File: src/rtl/operand_loader.sv
// operand_loader: captures two 4-bit operands from switches using debounced load/clear buttons.
// Ports:
//   clk       system clock, rising edge
//   rst       asynchronous active-low reset
//   sw        operand value from switches (held static by the operator)
//   btn_load  load pushbutton, active-high, bouncing
//   btn_clr   clear pushbutton, active-high, bouncing
//   A, B      registered operands for the downstream adder
//   valid     high while A and B hold a completed pair
//   state     FSM state code (00 WAIT_A, 01 WAIT_B, 10 READY)
//   pair_cnt  count of completed pairs, wraps modulo 256
// Build option: define OPERAND_LOADER_DEBOUNCE_EN to enable the debounce counters.
module operand_loader #(
  parameter int DB_CYCLES = 1000000,
  parameter int DB_CNT_W  = 20
) (
  input  logic       clk,
  input  logic       rst,
  input  logic [3:0] sw,
  input  logic       btn_load,
  input  logic       btn_clr,
  output logic [3:0] A,
  output logic [3:0] B,
  output logic       valid,
  output logic [1:0] state,
  output logic [7:0] pair_cnt
);
  typedef enum logic [1:0] {WAIT_A = 2'b00, WAIT_B = 2'b01, READY = 2'b10} state_t;
  if (DB_CYCLES < 1 || DB_CYCLES >= 2 ** DB_CNT_W) begin : g_bad_db
    $error("DB_CYCLES does not fit in DB_CNT_W bits");
  end
  // Index 0 is load, index 1 is clear.
  logic [1:0] btn, s1, s2, stab, stab_d, pulse;
  state_t st;
  assign btn = {btn_clr, btn_load};
  always_ff @(posedge clk or negedge rst)
    if (!rst) begin
      s1 <= '0;
      s2 <= '0;
      stab_d <= '0;
    end else begin
      s1 <= btn;
      s2 <= s1;
      stab_d <= stab;
    end
`ifdef OPERAND_LOADER_DEBOUNCE_EN
  // Counter tracks how long the synchronised level has disagreed with the
  // accepted level; any agreement restarts the count, so bounces never toggle.
  logic [DB_CNT_W-1:0] cnt [2];
  always_ff @(posedge clk or negedge rst)
    if (!rst) begin
      stab <= '0;
      for (int i = 0; i < 2; i++) cnt[i] <= '0;
    end else
      for (int i = 0; i < 2; i++)
        if (s2[i] == stab[i]) cnt[i] <= '0;
        else if (cnt[i] == DB_CNT_W'(DB_CYCLES - 1)) begin
          cnt[i] <= '0;
          stab[i] <= ~stab[i];
        end else cnt[i] <= cnt[i] + 1'b1;
`else
  always_ff @(posedge clk or negedge rst)
    if (!rst) stab <= '0;
    else stab <= s2;
`endif
  assign pulse = stab & ~stab_d;
  assign state = st;
  always_ff @(posedge clk or negedge rst)
    if (!rst) begin
      st <= WAIT_A;
      A <= '0;
      B <= '0;
      valid <= 1'b0;
      pair_cnt <= '0;
    end else if (pulse[1]) begin
      st <= WAIT_A;
      A <= '0;
      B <= '0;
      valid <= 1'b0;
    end else if (st != WAIT_A && st != WAIT_B && st != READY) st <= WAIT_A;
    else if (pulse[0])
      case (st)
        WAIT_A: begin
          A <= sw;
          st <= WAIT_B;
        end
        WAIT_B: begin
          B <= sw;
          valid <= 1'b1;
          pair_cnt <= pair_cnt + 8'd1;
          st <= READY;
        end
        default: begin
          A <= sw;
          B <= '0;
          valid <= 1'b0;
          st <= WAIT_B;
        end
      endcase
endmodule

File: config.mk
export PLATFORM = sky130hd
export DESIGN_NAME = operand_loader
export DESIGN_NICKNAME = d
export VERILOG_FILES = /design/src/rtl/operand_loader.sv
export SDC_FILE = /design/constraint.sdc
export NUM_CORES = 1
export LEC_CHECK = 0
export ABC_AREA = 1
export CORE_MARGIN = 4
export CORE_UTILIZATION = 51
export CTS_CLUSTER_SIZE = 40
export DETAILED_ROUTE_END_ITERATION = 12
export GPL_ROUTABILITY_DRIVEN = 0
export PLACE_DENSITY = 0.81
export SLEW_MARGIN = 5
export SYNTH_ARGS = -nofsm -noshare
export SYNTH_HDL_FRONTEND = slang
export SYNTH_SLANG_ARGS = --single-unit
export TNS_END_PERCENT = 30
File: constraint.sdc
create_clock -name clk -period 3.08 [get_ports clk]
set_input_delay 0.616 -clock clk [delete_from_list [all_inputs] [get_ports clk]]
set_output_delay 0.616 -clock clk [all_outputs]
set_load 0.01 [all_outputs]
Word level (Yosys, flattened, before mapping)
Cells that the tools add are included.

word-level totals
  flip-flop bits (word level) = 27
  bits of input ports = 8
  output and inout bits = 19
  word-level logic and storage cells = 45

operators by class
  add/subtract/negate cells = 1
  eq/ne operators = 6
  mux-type cells = 16
  bitwise gates (word level) = 4
  reductions and logical operators = 9

operators with widths
  operator                                        number
  two-way mux 4 bit                               7
  adder 8 x 1 -> 8 bit (second input constant)    1
  two-way mux 2 bit                               4
  != test 2 bit (second input constant)           4
  one-hot mux 4 bit (2 select lines)              1
  AND reduction 3 bit                             2
  AND reduction 4 bit                             1
  nonzero test 2 bit                              2
  two-way mux 1 bit                               3
  nonzero test 3 bit                              1
  bitwise AND 2 bit                               1
  == test 2 x 1 -> 1 bit (second input constant)  1
  logical AND 1 bit                               2
  zero test 2 bit                                 1
  != test 2 x 1 -> 1 bit (second input constant)  1
  NOT 1 bit                                       2
  NOT 2 bit                                       1
  one-hot mux 1 bit (2 select lines)              1

Logic depth before layout (Yosys ltp)
Gate-level depths: netlist of the first run.

  depth in word-level cells = 5
  mapped depth = 8
  mapped depth without buffers = 8

Worst setup path after synthesis of the first run
OpenSTA, ideal clock, no wires.

  path kind = reg-to-reg
  from = register st[1] (netlist: state[1])
  to = register pair_cnt[4]
  data arrival time = 0.999 ns
  data required time = 2.961 ns
  slack = 1.961 ns
  stages on the path, launching flop included = 6
  path buffers = 1
  period minus slack after synthesis = 1.119 ns
  cell sequence = dfrtp_1 > nor2_4 > nand3_2 > buf_6 > o21ai_2 > nand2_1

on the way
  word-level cells in the longest chain between the ends = 5

ends and longest elaborated chain
  item                                                          RTL line  RTL
  from (decl)                                                   34        state_t st;
  from (signal assigned)                                        70        st <= WAIT_A;
  from (signal assigned)                                        76        st <= WAIT_A;
  from (signal assigned)                                        80        end else if (st != WAIT_A && st != WAIT_B && st != READY) st <= WAIT_A;
  != test 2 x 1 -> 1 bit or nonzero test 2 bit (tied branches)  80
  logical AND 1 bit (2 in a row)                                80
  NOT 1 bit (no source line)                                    -
  AND reduction 4 bit (no source line) *                        -
  to (signal assigned)                                          90        pair_cnt <= pair_cnt + 8'd1;
  to (decl)                                                     26        output logic [7:0] pair_cnt

Mark *: on every way between the ends. The rest lies on a longest branch, timed or not.
A chain may end at the register's enable or synchronous reset.

Final worst setup path of the first run
  from = register pair_cnt[2]
  to = output pair_cnt[2]

No word-level cell between the ends.

==> metrics.md, run 1 <==
| Metric | Value |
|---|---|
| PostCTS Resize Cnt | 0 |
| Top Layer Used | met4 |
| Area grow syn2layout | 27.1% |
| # fillers | between 150 and 200 |
| Antenna Nets Post-Route | 0 |
| #FFs+latches synth | 27 |
| Port Buf Inserts | 26 |
| IO Pins | 27 |
| Fin crit share | 65.7% |
| Core Region | between 2000 and 2500 sq um |
| Critical path's top delay family | buffers and inverters |
| DR iter-0 viols | 26 |
| Diode count | 0 |
| Avg WL per Cell | approximately 12 um |
| R2R setup slack | approximately 1.4 ns |
| Worst path slowest cell | clkdlybuf4s50_1 |
| Synthesis Warnings | 0 |
| Metal3 WL | roughly 130 um |
| Max Clk Rate | slightly below 500 MHz |
| Met1 wire length | roughly 930 um |
| Full die area | approximately 3100 sq um |
| Multi-input gate area | a little over 400 sq um |
| Die Y | between 50 and 60 um |
| Min-Delay Path Class | flip-flop to flip-flop |
| All-Layer GR Usage | about 16% |
| WHS Path Cells | 0 |
| # clock sinks | 27 |
| DRT Wirelength | 2290 um |
| Post-synthesis cell type count | 16 |
| Most frequent cell after synthesis | nand2_1 |
| Fin Setup TNS | 0 ns |
| Share of the synthesized area in the top cell type | between 50% and 60% |
| Vias | 923 |
| Synth Instances | between 100 and 150 |
| Clk buf depth | 2 |
| Worst R2R Path Depth | 6 |
| Post-CTS Setup Bufs | 0 |
| Critical path class | flip-flop to output pin |
| Clock transition at the registers of the reported paths | about 0.14 ns |
| Worst Path Max Fanout | 7 |
| Relative slew slack | 69.4% |
| H-tree depth | 1 |
| Syn Std Cell Area | 1150 sq um |
| Share of post-route cells with drive strength above 1 | around 7% |
| Pins over their slew limit | 0 |
| Crit path depth | 1 |
| Routed vias/inst | between 5 and 6 |
| Max stage delay on crit path | between 0.5 and 0.6 ns |
| Buf+Inv Stages, Crit Path | 1 |
| Antenna violations before repair | 0 |
| Final nets | 166 |
| Root buffer cell | clkbuf_4 |
| Core Rows | 16 |
| Global-route wire length before repair | 3940 um |
| Final min period | a little over 2 ns |
| Async SR Flop Fraction | 100% |
| Initial core utilization | between 50% and 60% |
| Worst hold start | s2[0] |
| Required @ worst endpoint | approximately 2.5 ns |
| Final Hold Fails | 0 |
| Ys flop type | dfrtp_1 |
| Worst slew pin tran | 0.458 ns |
| Critical R2R Capture | pair_cnt[5] |
| Commonest cells post-synth | 49 x nand2_1, 27 x dfrtp_1, 12 x nand3_1 |
| Worst-path cell chain | clkdlybuf4s50_1 |
| DIE WIDTH | roughly 55 um |
| HPWL Detailed | between 1500 and 2000 um |
| Maximum vdd ir drop | 0.409 mV |
| Max-cap violations | 0 |
| Startpoint types | flip-flop |
| Num CTS Buffers | 3 |
| Number of global-route vias before repair | between 800 and 900 |
| DP Worst Slack | about 1.4 ns |
| Total power | approximately 830 uW |
| Hold endpoint | stab[0] |
| Register area | just under 700 sq um |
| Power density over cell area | 567 nW/um^2 |
| Cell taking the most area after synthesis | dfrtp_1 |
| Total leakage power | between 0.0006 and 0.0007 uW |
| CP Data Arrival Time | between 1 and 1.5 ns |
| Final setup violating endpoints | 0 |
| Mean Syn Cell Area | ~9.0 sq um |
| TritonRoute pass-1 iters | 4 |
| Status | finished, final reports clean |
| Fin Clk Skew | ~0.0043 ns |
| CTS tree | done |
| DRC errors left | 0 |
| Fin util | slightly above 70% |
| Hold buffer count at CTS | 0 |
| Crit path capture type | output pin |
| Largest net degree at the start of global routing | 28 |
| Post-Syn Nets | between 100 and 150 |
| Met2 wire length | approximately 1200 um |
| Clock latency on the worst-skew pair | about 0.33 ns |
| Final setup margin | about 1.1 ns |
| Top cells by area, synth | dfrtp_1 59%, nand2_1 16%, nand3_1 5.2% |
| Launching point of the worst reg2reg path | stab[1] |
| Total gr overflow | 0 |
| Seq/Total Area, Yosys | between 50% and 60% |
| EDFF count, synth | 0 |
| Unrepaired setup endpoints after global routing | no |
-- where the power goes --
group / internal, uW / total, uW / switching (uW)
Clock: 48.9 / 153 / 104
Combinational: 120 / 228 / 109
Sequential: 402 / 444 / 41.9
-- placed cells by master, fill, tap and decap left out --
master,Yosys,final
buf_4,1,1
clkbuf_4,0,3
clkdlybuf4s50_1,0,26
clkinv_2,0,1
dfrtp_1,27,27
ha_1,1,1
inv_1,11,11
inv_2,1,1
nand2_1,49,49
nand3_1,12,12
nand3_2,3,3
nor2_1,5,5
nor2_4,1,1
o21ai_0,6,6
o21ai_1,5,5
o21ai_2,1,1
xnor2_1,2,2
xor2_1,1,1
-- state kept, by name, indices dropped and copies added (netlist names) --
name,count
A,4
B,4
pair_cnt,8
s1,2
s2,2
stab,2
stab_d,2
state,2
valid,1
-- per-layer routing --
layer,global-route usage [%],vias up
met4,6.25,0
met2,28.0,29
met1,18.4,432
met5,0,-
li1,-,457
met3,4.66,5
-- per-stage QoR --
step	std cells	hold slack (ns)	area (sq um)
after detailed placement	179	0.346	1430
after global placement	179	0.335	1430
final	183	0.372	1460
after CTS	183	0.378	1460
after floorplan	127	0.320	1150
after global routing	183	0.384	1460
-- cells by family (layout without fill, tap and decap cells) --
| logic type | count (synthesis) | count (layout) | synth area share [%] |
|---|---|---|---|
| xor gates and xnor gates | 3 | 3 | 2.29 |
| and+or+nand+nor | 70 | 70 | 26.5 |
| DFF | 27 | 27 | 59.0 |
| buffers and inverters | 14 | 43 | 5.57 |
| AOI/OAI and AO/OA | 12 | 12 | 5.57 |
| adders and majority gates | 1 | 1 | 1.09 |
-- cell type report --
class,instances,share of cell area [%]
clock buffers,3,1.55
multi-input cells,86,27.9
repair buffers,27,18.4
inverters,12,3.09
flip-flops and latches,27,46.4
well taps,27,2.32
clock inverters,1,0.344
-- worst max-delay path by stage --
stage	from	endpoint	slack [ns]
3_3_place_gp	pair_cnt[2]	pair_cnt[2]	1.46
5_1_grt	pair_cnt[2]	pair_cnt[2]	0.96
3_5_place_dp	stab[1]	pair_cnt[5]	1.42
4_1_cts	pair_cnt[2]	pair_cnt[2]	1.04
6_report	pair_cnt[2]	pair_cnt[2]	1.06
2_1_floorplan	state[1]	pair_cnt[4]	1.96
No activity file was read; power rests on OpenSTA's default activity.
==> run 2, diff against run 1 <==
--- a/config.mk
+++ b/config.mk
@@ -7,11 +7,11 @@
 export LEC_CHECK = 0
 export ABC_AREA = 1
 export CORE_MARGIN = 4
-export CORE_UTILIZATION = 51
+export CORE_UTILIZATION = 43
 export CTS_CLUSTER_SIZE = 40
 export DETAILED_ROUTE_END_ITERATION = 12
 export GPL_ROUTABILITY_DRIVEN = 0
-export PLACE_DENSITY = 0.81
+export PLACE_DENSITY = 0.73
 export SLEW_MARGIN = 5
 export SYNTH_ARGS = -nofsm -noshare
 export SYNTH_HDL_FRONTEND = slang
==> constraint.sdc (replaced) <==
create_clock -name clk -period 1.8 [get_ports clk]
set_input_delay 0.36 -clock clk [delete_from_list [all_inputs] [get_ports clk]]
set_output_delay 0.36 -clock clk [all_outputs]
set_load 0.01 [all_outputs]
==> run 2 against run 1 <==
Net effect: non-clock buffer count grew 1; worst setup slack lost 0.97 ns; count of clock-buffer cells in the layout is the same; clock skew grew 0.0050 ns; via count shrank 3.8%; final cell count grew 2.2%; sequential power grew 71%; cell area grew 1.0%; critical path depth is the same; hold slack lost 0.0058 ns; first-iteration DRC count shrank 12%.
==> metrics.md, run 2 (synthesis results as in run 1) <==
| Metric | Value |
|---|---|
| Pins over their slew limit | 0 |
| Status | finished, final reports clean |
| Finished Cell Area | ~1500 sq um |
| Final Hold Fails | 0 |
| DRC errors left | 0 |
| Die Y | slightly below 60 um |
| HPWL Detailed | 1620 um |
| Hold endpoint | stab[0] |
| Crit path capture type | output pin |
| Most flops, register | pair_cnt |
| Worst-path cell chain | clkdlybuf4s50_1 |
| Worst path slowest cell | clkdlybuf4s50_1 |
| All-Layer GR Usage | roughly 14% |
| Number of global-route vias before repair | just under 900 |
| DRT Wirelength | 2170 um |
| Total leakage power | approximately 0.0007 uW |
| Startpoint types | flip-flop |
| WHS Path Cells | 0 |
| DR iter-0 viols | 23 |
| Global-route wire length before repair | ~3800 um |
| Regs by FF count | pair_cnt: 8 flops, A: 4 flops, B: 4 flops |
| Full die area | 3560 sq um |
| Final nets | approximately 170 |
| Core Rows | 18 |
| Root buffer cell | clkbuf_4 |
| IO Pins | 27 |
| Total power | 1410 uW |
| Fin util | 58.9% |
| Relative slew slack | between 70 and 80% |
| Antenna Nets Post-Route | 0 |
| Antenna violations before repair | 0 |
| Fin Setup TNS | 0 ns |
| Initial core utilization | between 40% and 50% |
| CTS tree | done |
| Required @ worst endpoint | roughly 1.4 ns |
| Most common cell after layout, fill and taps aside | nand2_1 |
| Critical path's top delay family | buffers and inverters |
| Buf+Inv Stages, Crit Path | 1 |
| H-tree depth | 1 |
| Num CTS Buffers | 3 |
| Worst R2R Path Depth | 6 |
| Power density over cell area | about 960 nW/um^2 |
| Launching point of the worst reg2reg path | state[1] |
| Critical R2R Capture | pair_cnt[5] |
| Total gr overflow | 0 |
| Critical path class | flip-flop to output pin |
| Area grow syn2layout | 28.4% |
| Final min period | between 1.5 and 2 ns |
| Worst hold start | s2[0] |
| Core Region | roughly 2500 sq um |
| Min-Delay Path Class | flip-flop to flip-flop |
| Clock latency on the worst-skew pair | 0.32 ns |
| Share of post-route cells with drive strength above 1 | under 10% |
| Fin Clk Skew | between 0.009 and 0.01 ns |
| Post-place instance area | 1440 sq um |
| Maximum vdd ir drop | between 0.7 and 0.8 mV |
| # clock sinks | 27 |
| Max-cap violations | 0 |
| TritonRoute pass-1 iters | 2 |
| Unrepaired setup endpoints after global routing | no |
| CP Data Arrival Time | roughly 1.4 ns |
| Max stage delay on crit path | 0.57 ns |
| Worst slew pin tran | approximately 0.33 ns |
| DIE WIDTH | just under 60 um |
| Clock transition at the registers of the reported paths | roughly 0.15 ns |
| Routed vias/inst | about 4.7 |
| Max FFs per register | 8 |
| Max Clk Rate | just under 600 MHz |
| Final setup violating endpoints | 0 |
| Port Buf Inserts | 26 |
| Diode count | 0 |
| Post-CTS Setup Bufs | 0 |
| Vias | between 800 and 900 |
| Most frequent cells in the layout | 49 x nand2_1, 26 x dfrtp_1, 26 x clkdlybuf4s50_1, 12 x nand3_1, 11 x inv_1 |
| Clk buf depth | 2 |
| Avg WL per Cell | approximately 12 um |
| Largest net degree at the start of global routing | 28 |
| Fin crit share | 95.1% |
| Worst Path Max Fanout | 6 |
| R2R setup slack | around 0.42 ns |
## run 2: how the worst max path moves through the flow
stage / from / endpoint / slack, ns / depth (start not counted)
detailed placement: pair_cnt[2] / pair_cnt[2] / 0.41 / 1
CTS: pair_cnt[2] / pair_cnt[2] / 0.03 / 1
global placement: pair_cnt[2] / pair_cnt[2] / 0.44 / 1
global route: pair_cnt[3] / pair_cnt[3] / 0.02 / 1
finish: pair_cnt[3] / pair_cnt[3] / 0.09 / 1
floorplan: state[1] / pair_cnt[4] / 0.68 / 5
## run 2: metrics by stage
step	worst slack (ns)	hold slack [ns]	instances
after detailed placement	0.411	0.336	183
after CTS	0.0264	0.370	187
after floorplan	0.681	0.0644	127
after global routing	0.0191	0.385	187
final	0.0874	0.367	187
after global placement	0.441	0.335	183
## run 2: routing by layer
layer	wire (um)	track usage [%]	vias to the layer above
met2	1020	22.0	23
met1	986	19.7	402
li1	-	-	459
met4	20	6.01	0
met5	0	0	-
met3	144	3.05	4
## run 2: final cells by class
cell class,count,area (sq um)
multi-input cells,86,407
inverters,12,45.0
repair buffers,28,275
clock inverters,1,7.51
flip-flops and latches,27,677
fillers,243,1030
clock buffers,3,22.5
well taps,30,37.5
## run 2: repair_timing
action                                 in CTS  in global routing
endpoints found under the hold margin       0                  0
resized for setup                           0                  1
hold buffers                                0                  0
setup endpoints to repair                   0                  1
## run 2: report_power, final
group	internal (uW)	total (uW)	switching, uW	leakage (uW)
clock network	84.9	259	174	0.0000139
registers	689	760	70.5	0.000344
logic	206	391	186	0.000323
==> run 3, diff against run 2 <==
--- a/config.mk
+++ b/config.mk
@@ -10,7 +10,6 @@
 export CORE_UTILIZATION = 43
 export CTS_CLUSTER_SIZE = 40
 export DETAILED_ROUTE_END_ITERATION = 12
-export GPL_ROUTABILITY_DRIVEN = 0
 export PLACE_DENSITY = 0.73
 export SLEW_MARGIN = 5
 export SYNTH_ARGS = -nofsm -noshare
==> results of run 3 <==
The final DEF is identical to that of run 2; final timing and power are the same.
